===== src/rtl/mem_port_arbiter_if.sv =====
// rtl/mem_port_arbiter_if.sv - fetch/data requester and memory bus bundle for mem_port_arbiter
interface mem_port_arbiter_if #(
    parameter int ADDR_W = 32,
    parameter int DATA_W = 32
);
    logic              if_req_i;
    logic [ADDR_W-1:0] if_addr_i;
    logic [DATA_W-1:0] if_data_o;
    logic              dm_req_i;
    logic              dm_we_i;
    logic [ADDR_W-1:0] dm_addr_i;
    logic [DATA_W-1:0] dm_wdata_i;
    logic [DATA_W-1:0] dm_rdata_o;
    logic              mem_stall_o;
    logic              mem_req_o;
    logic              mem_we_o;
    logic [ADDR_W-1:0] mem_addr_o;
    logic [DATA_W-1:0] mem_wdata_o;
    logic [DATA_W-1:0] mem_rdata_i;
    logic              mem_ack_i;
    logic              error_o;

    // Arbiter side: consumes requests and memory responses.
    modport slave (
        input  if_req_i, if_addr_i, dm_req_i, dm_we_i, dm_addr_i, dm_wdata_i,
        input  mem_rdata_i, mem_ack_i,
        output if_data_o, dm_rdata_o, mem_stall_o,
        output mem_req_o, mem_we_o, mem_addr_o, mem_wdata_o, error_o
    );

    // Environment side: pipeline stages plus the memory itself.
    modport master (
        output if_req_i, if_addr_i, dm_req_i, dm_we_i, dm_addr_i, dm_wdata_i,
        output mem_rdata_i, mem_ack_i,
        input  if_data_o, dm_rdata_o, mem_stall_o,
        input  mem_req_o, mem_we_o, mem_addr_o, mem_wdata_o, error_o
    );
endinterface


===== src/rtl/mem_port_arbiter.sv =====
// rtl/mem_port_arbiter.sv - single-port memory arbiter between fetch and data with unified stall
module mem_port_arbiter #(
    parameter int ADDR_W  = 32,
    parameter int DATA_W  = 32,
    parameter int TIMEOUT = 64
) (
    input  logic              clk_i,
    input  logic              rst_i,
    mem_port_arbiter_if.slave bus
);

    localparam int CNT_W = (TIMEOUT > 2) ? $clog2(TIMEOUT) : 1;
    // Abort fires on the edge where the counter would step onto TIMEOUT-1.
    localparam logic [CNT_W-1:0] CNT_TRIP = CNT_W'(TIMEOUT - 2);

    typedef enum logic [1:0] {
        IDLE   = 2'd0,
        D_BUSY = 2'd1,
        I_BUSY = 2'd2
    } state_t;

    state_t            state_q,     state_d;
    logic [CNT_W-1:0]  cnt_q,       cnt_d;
    logic              i_done_q,    i_done_d;
    logic              d_done_q,    d_done_d;
    logic              error_q,     error_d;
    logic              mem_req_q,   mem_req_d;
    logic              mem_we_q,    mem_we_d;
    logic [ADDR_W-1:0] mem_addr_q,  mem_addr_d;
    logic [DATA_W-1:0] mem_wdata_q, mem_wdata_d;
    logic [DATA_W-1:0] if_data_q,   if_data_d;
    logic [DATA_W-1:0] dm_rdata_q,  dm_rdata_d;
    logic              stall;

    assign stall = (bus.if_req_i & ~i_done_q) | (bus.dm_req_i & ~d_done_q);

    assign bus.mem_stall_o = stall;
    assign bus.mem_req_o   = mem_req_q;
    assign bus.mem_we_o    = mem_we_q;
    assign bus.mem_addr_o  = mem_addr_q;
    assign bus.mem_wdata_o = mem_wdata_q;
    assign bus.if_data_o   = if_data_q;
    assign bus.dm_rdata_o  = dm_rdata_q;
    assign bus.error_o     = error_q;

    // Next-state: arbitration (data first), ack/timeout handling, done-flag bookkeeping.
    always_comb begin
        state_d     = state_q;
        cnt_d       = cnt_q;
        i_done_d    = i_done_q;
        d_done_d    = d_done_q;
        error_d     = error_q;
        mem_req_d   = mem_req_q;
        mem_we_d    = mem_we_q;
        mem_addr_d  = mem_addr_q;
        mem_wdata_d = mem_wdata_q;
        if_data_d   = if_data_q;
        dm_rdata_d  = dm_rdata_q;

        // Pipeline advances on this edge: completion marks belong to the old cycle.
        if (!stall) begin
            i_done_d = 1'b0;
            d_done_d = 1'b0;
        end

        case (state_q)
            IDLE: begin
                if (bus.dm_req_i && !d_done_q) begin
                    mem_req_d   = 1'b1;
                    mem_we_d    = bus.dm_we_i;
                    mem_addr_d  = bus.dm_addr_i;
                    mem_wdata_d = bus.dm_wdata_i;
                    cnt_d       = '0;
                    state_d     = D_BUSY;
                end else if (bus.if_req_i && !i_done_q) begin
                    mem_req_d   = 1'b1;
                    mem_we_d    = 1'b0;
                    mem_addr_d  = bus.if_addr_i;
                    cnt_d       = '0;
                    state_d     = I_BUSY;
                end
            end
            D_BUSY: begin
                if (bus.mem_ack_i) begin
                    d_done_d  = 1'b1;
                    if (!mem_we_q) begin
                        dm_rdata_d = bus.mem_rdata_i;
                    end
                    cnt_d     = '0;
                    mem_req_d = 1'b0;
                    state_d   = IDLE;
                end else if (cnt_q == CNT_TRIP) begin
                    error_d   = 1'b1;
                    d_done_d  = 1'b1;
                    if (!mem_we_q) begin
                        dm_rdata_d = '0;
                    end
                    cnt_d     = '0;
                    mem_req_d = 1'b0;
                    state_d   = IDLE;
                end else begin
                    cnt_d = cnt_q + CNT_W'(1);
                end
            end
            I_BUSY: begin
                if (bus.mem_ack_i) begin
                    i_done_d  = 1'b1;
                    if_data_d = bus.mem_rdata_i;
                    cnt_d     = '0;
                    mem_req_d = 1'b0;
                    state_d   = IDLE;
                end else if (cnt_q == CNT_TRIP) begin
                    error_d   = 1'b1;
                    i_done_d  = 1'b1;
                    if_data_d = '0;
                    cnt_d     = '0;
                    mem_req_d = 1'b0;
                    state_d   = IDLE;
                end else begin
                    cnt_d = cnt_q + CNT_W'(1);
                end
            end
            default: begin
                mem_req_d = 1'b0;
                cnt_d     = '0;
                state_d   = IDLE;
            end
        endcase
    end

    // State register; reset aborts any in-flight transaction.
    always_ff @(posedge clk_i) begin
        if (rst_i) begin
            state_q     <= IDLE;
            cnt_q       <= '0;
            i_done_q    <= 1'b0;
            d_done_q    <= 1'b0;
            error_q     <= 1'b0;
            mem_req_q   <= 1'b0;
            mem_we_q    <= 1'b0;
            mem_addr_q  <= '0;
            mem_wdata_q <= '0;
            if_data_q   <= '0;
            dm_rdata_q  <= '0;
        end else begin
            state_q     <= state_d;
            cnt_q       <= cnt_d;
            i_done_q    <= i_done_d;
            d_done_q    <= d_done_d;
            error_q     <= error_d;
            mem_req_q   <= mem_req_d;
            mem_we_q    <= mem_we_d;
            mem_addr_q  <= mem_addr_d;
            mem_wdata_q <= mem_wdata_d;
            if_data_q   <= if_data_d;
            dm_rdata_q  <= dm_rdata_d;
        end
    end

endmodule


===== src/flat_wrapper.sv =====
// flat-port wrapper written by rule: the top's interface ports become plain ports
module mem_port_arbiter_flat 
#(
    parameter int ADDR_W  = 32,
    parameter int DATA_W  = 32,
    parameter int TIMEOUT = 64
)
  (clk_i, rst_i, bus_if_req_i, bus_if_addr_i, bus_dm_req_i, bus_dm_we_i, bus_dm_addr_i, bus_dm_wdata_i, bus_mem_rdata_i, bus_mem_ack_i, bus_if_data_o, bus_dm_rdata_o, bus_mem_stall_o, bus_mem_req_o, bus_mem_we_o, bus_mem_addr_o, bus_mem_wdata_o, bus_error_o);
  mem_port_arbiter_if #(.ADDR_W(ADDR_W), .DATA_W(DATA_W)) bus_i ();
  input  logic clk_i;
  input  logic rst_i;
  input wire logic [$bits(bus_i.if_req_i)-1:0] bus_if_req_i;
  input wire logic [$bits(bus_i.if_addr_i)-1:0] bus_if_addr_i;
  input wire logic [$bits(bus_i.dm_req_i)-1:0] bus_dm_req_i;
  input wire logic [$bits(bus_i.dm_we_i)-1:0] bus_dm_we_i;
  input wire logic [$bits(bus_i.dm_addr_i)-1:0] bus_dm_addr_i;
  input wire logic [$bits(bus_i.dm_wdata_i)-1:0] bus_dm_wdata_i;
  input wire logic [$bits(bus_i.mem_rdata_i)-1:0] bus_mem_rdata_i;
  input wire logic [$bits(bus_i.mem_ack_i)-1:0] bus_mem_ack_i;
  output wire logic [$bits(bus_i.if_data_o)-1:0] bus_if_data_o;
  output wire logic [$bits(bus_i.dm_rdata_o)-1:0] bus_dm_rdata_o;
  output wire logic [$bits(bus_i.mem_stall_o)-1:0] bus_mem_stall_o;
  output wire logic [$bits(bus_i.mem_req_o)-1:0] bus_mem_req_o;
  output wire logic [$bits(bus_i.mem_we_o)-1:0] bus_mem_we_o;
  output wire logic [$bits(bus_i.mem_addr_o)-1:0] bus_mem_addr_o;
  output wire logic [$bits(bus_i.mem_wdata_o)-1:0] bus_mem_wdata_o;
  output wire logic [$bits(bus_i.error_o)-1:0] bus_error_o;
  assign bus_i.if_req_i = bus_if_req_i;
  assign bus_i.if_addr_i = bus_if_addr_i;
  assign bus_i.dm_req_i = bus_dm_req_i;
  assign bus_i.dm_we_i = bus_dm_we_i;
  assign bus_i.dm_addr_i = bus_dm_addr_i;
  assign bus_i.dm_wdata_i = bus_dm_wdata_i;
  assign bus_i.mem_rdata_i = bus_mem_rdata_i;
  assign bus_i.mem_ack_i = bus_mem_ack_i;
  assign bus_if_data_o = bus_i.if_data_o;
  assign bus_dm_rdata_o = bus_i.dm_rdata_o;
  assign bus_mem_stall_o = bus_i.mem_stall_o;
  assign bus_mem_req_o = bus_i.mem_req_o;
  assign bus_mem_we_o = bus_i.mem_we_o;
  assign bus_mem_addr_o = bus_i.mem_addr_o;
  assign bus_mem_wdata_o = bus_i.mem_wdata_o;
  assign bus_error_o = bus_i.error_o;
  mem_port_arbiter #(.ADDR_W(ADDR_W), .DATA_W(DATA_W), .TIMEOUT(TIMEOUT)) u_core (.clk_i(clk_i), .rst_i(rst_i), .bus(bus_i));
endmodule

===== config.mk =====
export PLATFORM = sky130hd
export DESIGN_NAME = mem_port_arbiter_flat
export DESIGN_NICKNAME = d
export VERILOG_FILES = /design/src/rtl/mem_port_arbiter_if.sv /design/src/rtl/mem_port_arbiter.sv /design/src/flat_wrapper.sv
export SDC_FILE = /design/constraint.sdc
export NUM_CORES = 1
export LEC_CHECK = 0
export ABC_AREA = 1
export BUFFER_PORTS_ARGS = -buffer_cell sky130_fd_sc_hd__buf_4
export CORE_MARGIN = 5
export CORE_UTILIZATION = 46
export DETAILED_ROUTE_END_ITERATION = 8
export GPL_TIMING_DRIVEN = 0
export PLACE_DENSITY = 0.86
export RECOVER_POWER = 50
export SLEW_MARGIN = 20
export SYNTH_ARGS = -nofsm -noshare
export SYNTH_HDL_FRONTEND = slang
export SYNTH_SLANG_ARGS = --single-unit

===== constraint.sdc =====
create_clock -name clk_i -period 1.81 [get_ports clk_i]
set_input_delay 0.2715 -clock clk_i [delete_from_list [all_inputs] [get_ports clk_i]]
set_output_delay 0.2715 -clock clk_i [all_outputs]
set_load 0.02 [all_outputs]

# Yosys cells after proc, flatten, opt, wreduce, memory -nomap -nowiden
# Index checks and enable logic that the tools add are counted.
# totals
regBits	141
word_cells	71
in_bits	134
# op_classes
n_reduce_logical	14
eq_ne	5
bitwise_logic	7
n_addsub	1
n_mux	33
# ops
operator	n
$mux W32	8
$mux W6	4
$mux W1	14
$pmux W6 S2	1
$mux W2	4
$reduce_and A2 Y1	4
$add A6 B1 Y6 const B	1
$eq A6 B6 Y1 const B	1
$ne A3 B1 Y1 const B	2
$reduce_and A3 Y1	2
$not A1 Y1	4
$pmux W2 S2	1
$reduce_bool A2 Y1	2
$and A1 B1 Y1	2
$eq A2 B1 Y1 const B	1
$eq A2 B2 Y1 const B	1
$logic_and A1 B1 Y1	2
$logic_not A1 Y1	2
$logic_not A2 Y1	1
$pmux W1 S2	1
$reduce_or A2 Y1	1
$or A1 B1 Y1	1

# Longest topological paths before layout
# logic_depth
ltp_word	7
mapped_depth	8
ltp_nobuf	8

# Worst setup path after synthesis
# OpenSTA, ideal clock, no wires.
# synth_timing
path_type	reg-to-reg
from	register u_core.cnt_q[0]
to	register u_core.dm_rdata_q[10] (netlist: u_core.bus.dm_rdata_o[10])
stages_incl_launch_ff	9
t_arrival_ns	1.207
setup_time_ns	0.132
path_buffers	1
required_ns	1.678
slack_ns	0.471
path_cell_list	dfxtp_1 > inv_1 > ha_1 > nand2_1 > o21bai_4 > nand3_2 > buf_6 > nand2_1 > a21oi_1
# synth_between
elab_chain_cells	3
# synth_rtl
item	line_no	source
start: declaration	mem_port_arbiter.sv:23	logic [CNT_W-1:0] cnt_q, cnt_d;
start signal: assignment	mem_port_arbiter.sv:147	cnt_q <= cnt_d;
$eq A6 B6 Y1	mem_port_arbiter.sv:92	end else if (cnt_q == CNT_TRIP) begin
$reduce_bool A2 Y1 (no line)	-	
$reduce_and A3 Y1 (no line)	-	
end signal: assignment	mem_port_arbiter.sv:156	dm_rdata_q <= dm_rdata_d;
end: declaration	mem_port_arbiter.sv:32	logic [DATA_W-1:0] dm_rdata_q, dm_rdata_d;
# No other way between the ends.
# A chain may end at the register's enable or synchronous reset.

# Worst setup path after layout
# layout_timing
from	register u_core.state_q[0]
to	register u_core.mem_wdata_q[9] (netlist: u_core.bus.mem_wdata_o[9])
# layout_between
elab_chain_cells	2
# layout_rtl
item	line_no	source
start: declaration	mem_port_arbiter.sv:22	state_t state_q, state_d;
start signal: assignment	mem_port_arbiter.sv:146	state_q <= state_d;
$logic_not A2 Y1	mem_port_arbiter.sv:66	case (state_q)
$reduce_and A2 Y1 (no line)	-	
end signal: assignment	mem_port_arbiter.sv:154	mem_wdata_q <= mem_wdata_d;
end: declaration	mem_port_arbiter.sv:30	logic [DATA_W-1:0] mem_wdata_q, mem_wdata_d;
# No other way between the ends.

==> reports/qor.yml <==
worstHoldEndpoint: "u_core.bus.mem_wdata_o[17]$_SDFFE_PP0P_"
ff2ff_path_depth: 7
grt_overflow: 0
dpl.hpwl_um: 14400
die_w_um: 120
die-area_um2: 14300
vias_per_cell: 5.35
start_kind: "flop"
path_max_fanout: 10
critPathMaxStageDelay_ns: 0.34
hp-class: "primary input to flop"
wl_per_cell_um: 17.1
required_ns: 2.17
fin_util_pct: 65.5
synth_cell_types: 29
postRouteAntennaNets: 0
synth_flop_cell: "dfxtp_1"
timing.final.crit_share_pct: 91.1
nets: 1113
syn_inst: 691
row_count: 40
area_growth_pct: 41.3
status: "complete, no violations"
hold_depth: 3
gp_congestion: 0.839
slowest_stage: "clkbuf_1"
netlist_top_cells_count: "nand2_1 (147), dfxtp_1 (141), a21oi_1 (72), nor2_1 (72), o21ai_0 (57)"
htree_num_levels: 4
grtUsageTotal_pct: 26.6
syn-num-nets: 830
yosysSeqAreaShare_pct: 51.1
r2r_end: "u_core.bus.mem_wdata_o[9]$_SDFFE_PP0P_"
drt_wl_total_um: 19300
yosys-top-cells-area: "dfxtp_1 (51%), nand2_1 (10%), a21oi_1 (6.5%)"
worstMarginPinSlew_ns: 0.550
die_h_um: 120
ys_warn_count: 0
endpoint_kind: "flop"
hold_ws_ns: 0.0706
cts_resized: 0
cts_buffers: 17
clk_latency_ns: 0.42
tns_ns: 0
fmax_mhz: 607
root_buffer: "clkbuf_16"
syn_avg_cell_area_um2: 7.99
finalHoldViolations: 0
synth-edff-count: 0
vias: 6058
core_area_um2: 11900
design_area_um2: 7800
rr_startpoint: "u_core.state_q[0]$_SDFFE_PP0P_"
worstSetupPathType: "flop to flop"
netlist.area_leader.share_pct: 51.1
place_area_um2: 7690
clk_pin_slew_ns: 0.06
p_leak_nw: 3.14
io_pins: 266
drcViolationCount: 0
placedCellCount: 1102
drtPass1Iterations: 5
peakVddDrop_mv: 0.833
path_cells: "inv_1 -> ha_1 -> inv_2 -> nor2_4 -> clkbuf_1 -> o21ai_0 -> nor2_1"
drv_slew: 0
antenna_found_initial: 0
power-per-cell-area_nw_per_um2: 1160
relSlewSlack_pct: 63.3
period_minus_slack_ns: 1.65
cts_tree: "yes"
ff2ff_setup_slack_ns: 0.16
cp_top_family: "buffers and inverters"
start_util_pct: 46.4
drive_gt1_share_pct: 21.3
path_buf_inv: 3
maxCapViolations: 0
cts.sinks: 141
grt_max_degree: 17
yosys.area.top_type: "dfxtp_1"
arrival_ns: 2.01
post-synth-top-count-cell: "nand2_1"
async_flop_share_pct: 0
nFillCells: 1106
grt_pass1_wl_um: 30200
first_global_vias: 5934
layoutNonFillerInstCount: 1132
ctsHoldBuffers: 0
post-cts-setup-buffers: 0
first_iter_violations: 524
rsz0062_at_grt: "no"
ys_ff_latch: 141
port_buffers: 264
cts_buffer_depth: 2
antennaDiodeCount: 0
skew_ns: 0.00763
syn_area_um2: 5520
setup_viol: 0
setup.worst_path.start: "u_core.state_q[0]$_SDFFE_PP0P_"
worstHoldStart: "bus_dm_wdata_i[17]"
cell type report:
| cell class | instances | area [um2] | area share (%) |
|---|---|---|---|
| Tap cell | 147 | 184 | 2.36 |
| Clock inverter | 6 | 108 | 1.38 |
| Buffer | 59 | 323 | 4.14 |
| Timing Repair Buffer | 264 | 1490 | 19.1 |
| Sequential cell | 141 | 2820 | 36.2 |
| Inverter | 14 | 52.6 | 0.673 |
| Multi-Input combinational cell | 477 | 2320 | 29.8 |
| Clock buffer | 24 | 502 | 6.43 |
worst max path at each step:
stage / end / slack [ns] / cells past startpoint
2_1_floorplan: u_core.bus.dm_rdata_o[10]$_SDFFE_PP0P_ / 0.47 / 8
3_3_place_gp: u_core.bus.mem_wdata_o[22]$_SDFFE_PP0P_ / 0.20 / 8
3_5_place_dp: u_core.bus.mem_wdata_o[16]$_SDFFE_PP0P_ / 0.17 / 7
4_1_cts: u_core.bus.mem_wdata_o[12]$_SDFFE_PP0P_ / 0.15 / 7
5_1_grt: u_core.bus.mem_wdata_o[3]$_SDFFE_PP0P_ / 0.006 / 7
6_report: u_core.bus.mem_wdata_o[9]$_SDFFE_PP0P_ / 0.16 / 7
state kept, by name, summed over array words and instances, names as in the netlist:
name and cells:
u_core.bus.dm_rdata_o 32, u_core.bus.if_data_o 32, u_core.bus.mem_addr_o 32, u_core.bus.mem_wdata_o 32, u_core.cnt_q 6, u_core.state_q 2, u_core.bus.error_o 1, u_core.bus.mem_req_o 1
u_core.bus.mem_we_o 1, u_core.d_done_q 1, u_core.i_done_q 1
layout by cell type (no fill, tap or decap), types with 2 or more instances in the layout:
cell / n
a21oi_1: 72
o21ai_0: 57
inv_1: 9
buf_4: 134
ha_1: 5
clkbuf_8: 5
nor2_1: 72
buf_6: 9
a31oi_1: 32
clkinv_2: 2
clkbuf_16: 17
clkbuf_1: 158
nand3_4: 2
dfxtp_1: 141
o21ai_1: 10
buf_2: 24
nand2_2: 2
inv_2: 4
nand3_1: 33
bufinv_16: 3
nand4_1: 34
nand2_1: 148
layer usage:
metal | wire length [um] | track usage (%) | vias to the layer above
li1 | - | - | 2915
met1 | 7400 | 30.1 | 2803
met2 | 9370 | 45.3 | 297
met3 | 2050 | 10.8 | 43
met4 | 491 | 9.66 | 0
met5 | 0 | 0 | -
cells by family after synthesis:
family / synth area share (%)
AO/OA/AOI/OAI: 17.3
XOR/XNOR: 0.159
adder cells (fa/ha/maj): 1.13
buffers and inverters: 6.80
flip-flops: 51.1
AND/OR/NAND/NOR: 23.5
report_power, final:
group / total (mW) / leakage (nW) / switching, mW / internal (mW)
logic: 1.88 / 1.69 / 1.25 / 0.632
registers: 3.57 / 1.15 / 0.159 / 3.41
clock network: 3.60 / 0.298 / 1.27 / 2.33
total: 9.05 / 3.14 / 2.68 / 6.37
tightest hold or removal path, delay by kind of cell:
kind,cells,cell delay (ns)
buf+inv,1,0.08
simple gates,2,0.11
per-stage QoR:
| stage | setup WS [ns] | total power [mW] |
|---|---|---|
| 2_1_floorplan | 0.471 | 4.75 |
| 3_3_place_gp | 0.204 | 5.71 |
| 3_5_place_dp | 0.170 | 5.74 |
| 4_1_cts | 0.154 | 9.33 |
| 5_1_grt | 0.00579 | 9.45 |
| 6_report | 0.161 | 9.05 |
No activity file was read; power rests on OpenSTA's default activity.
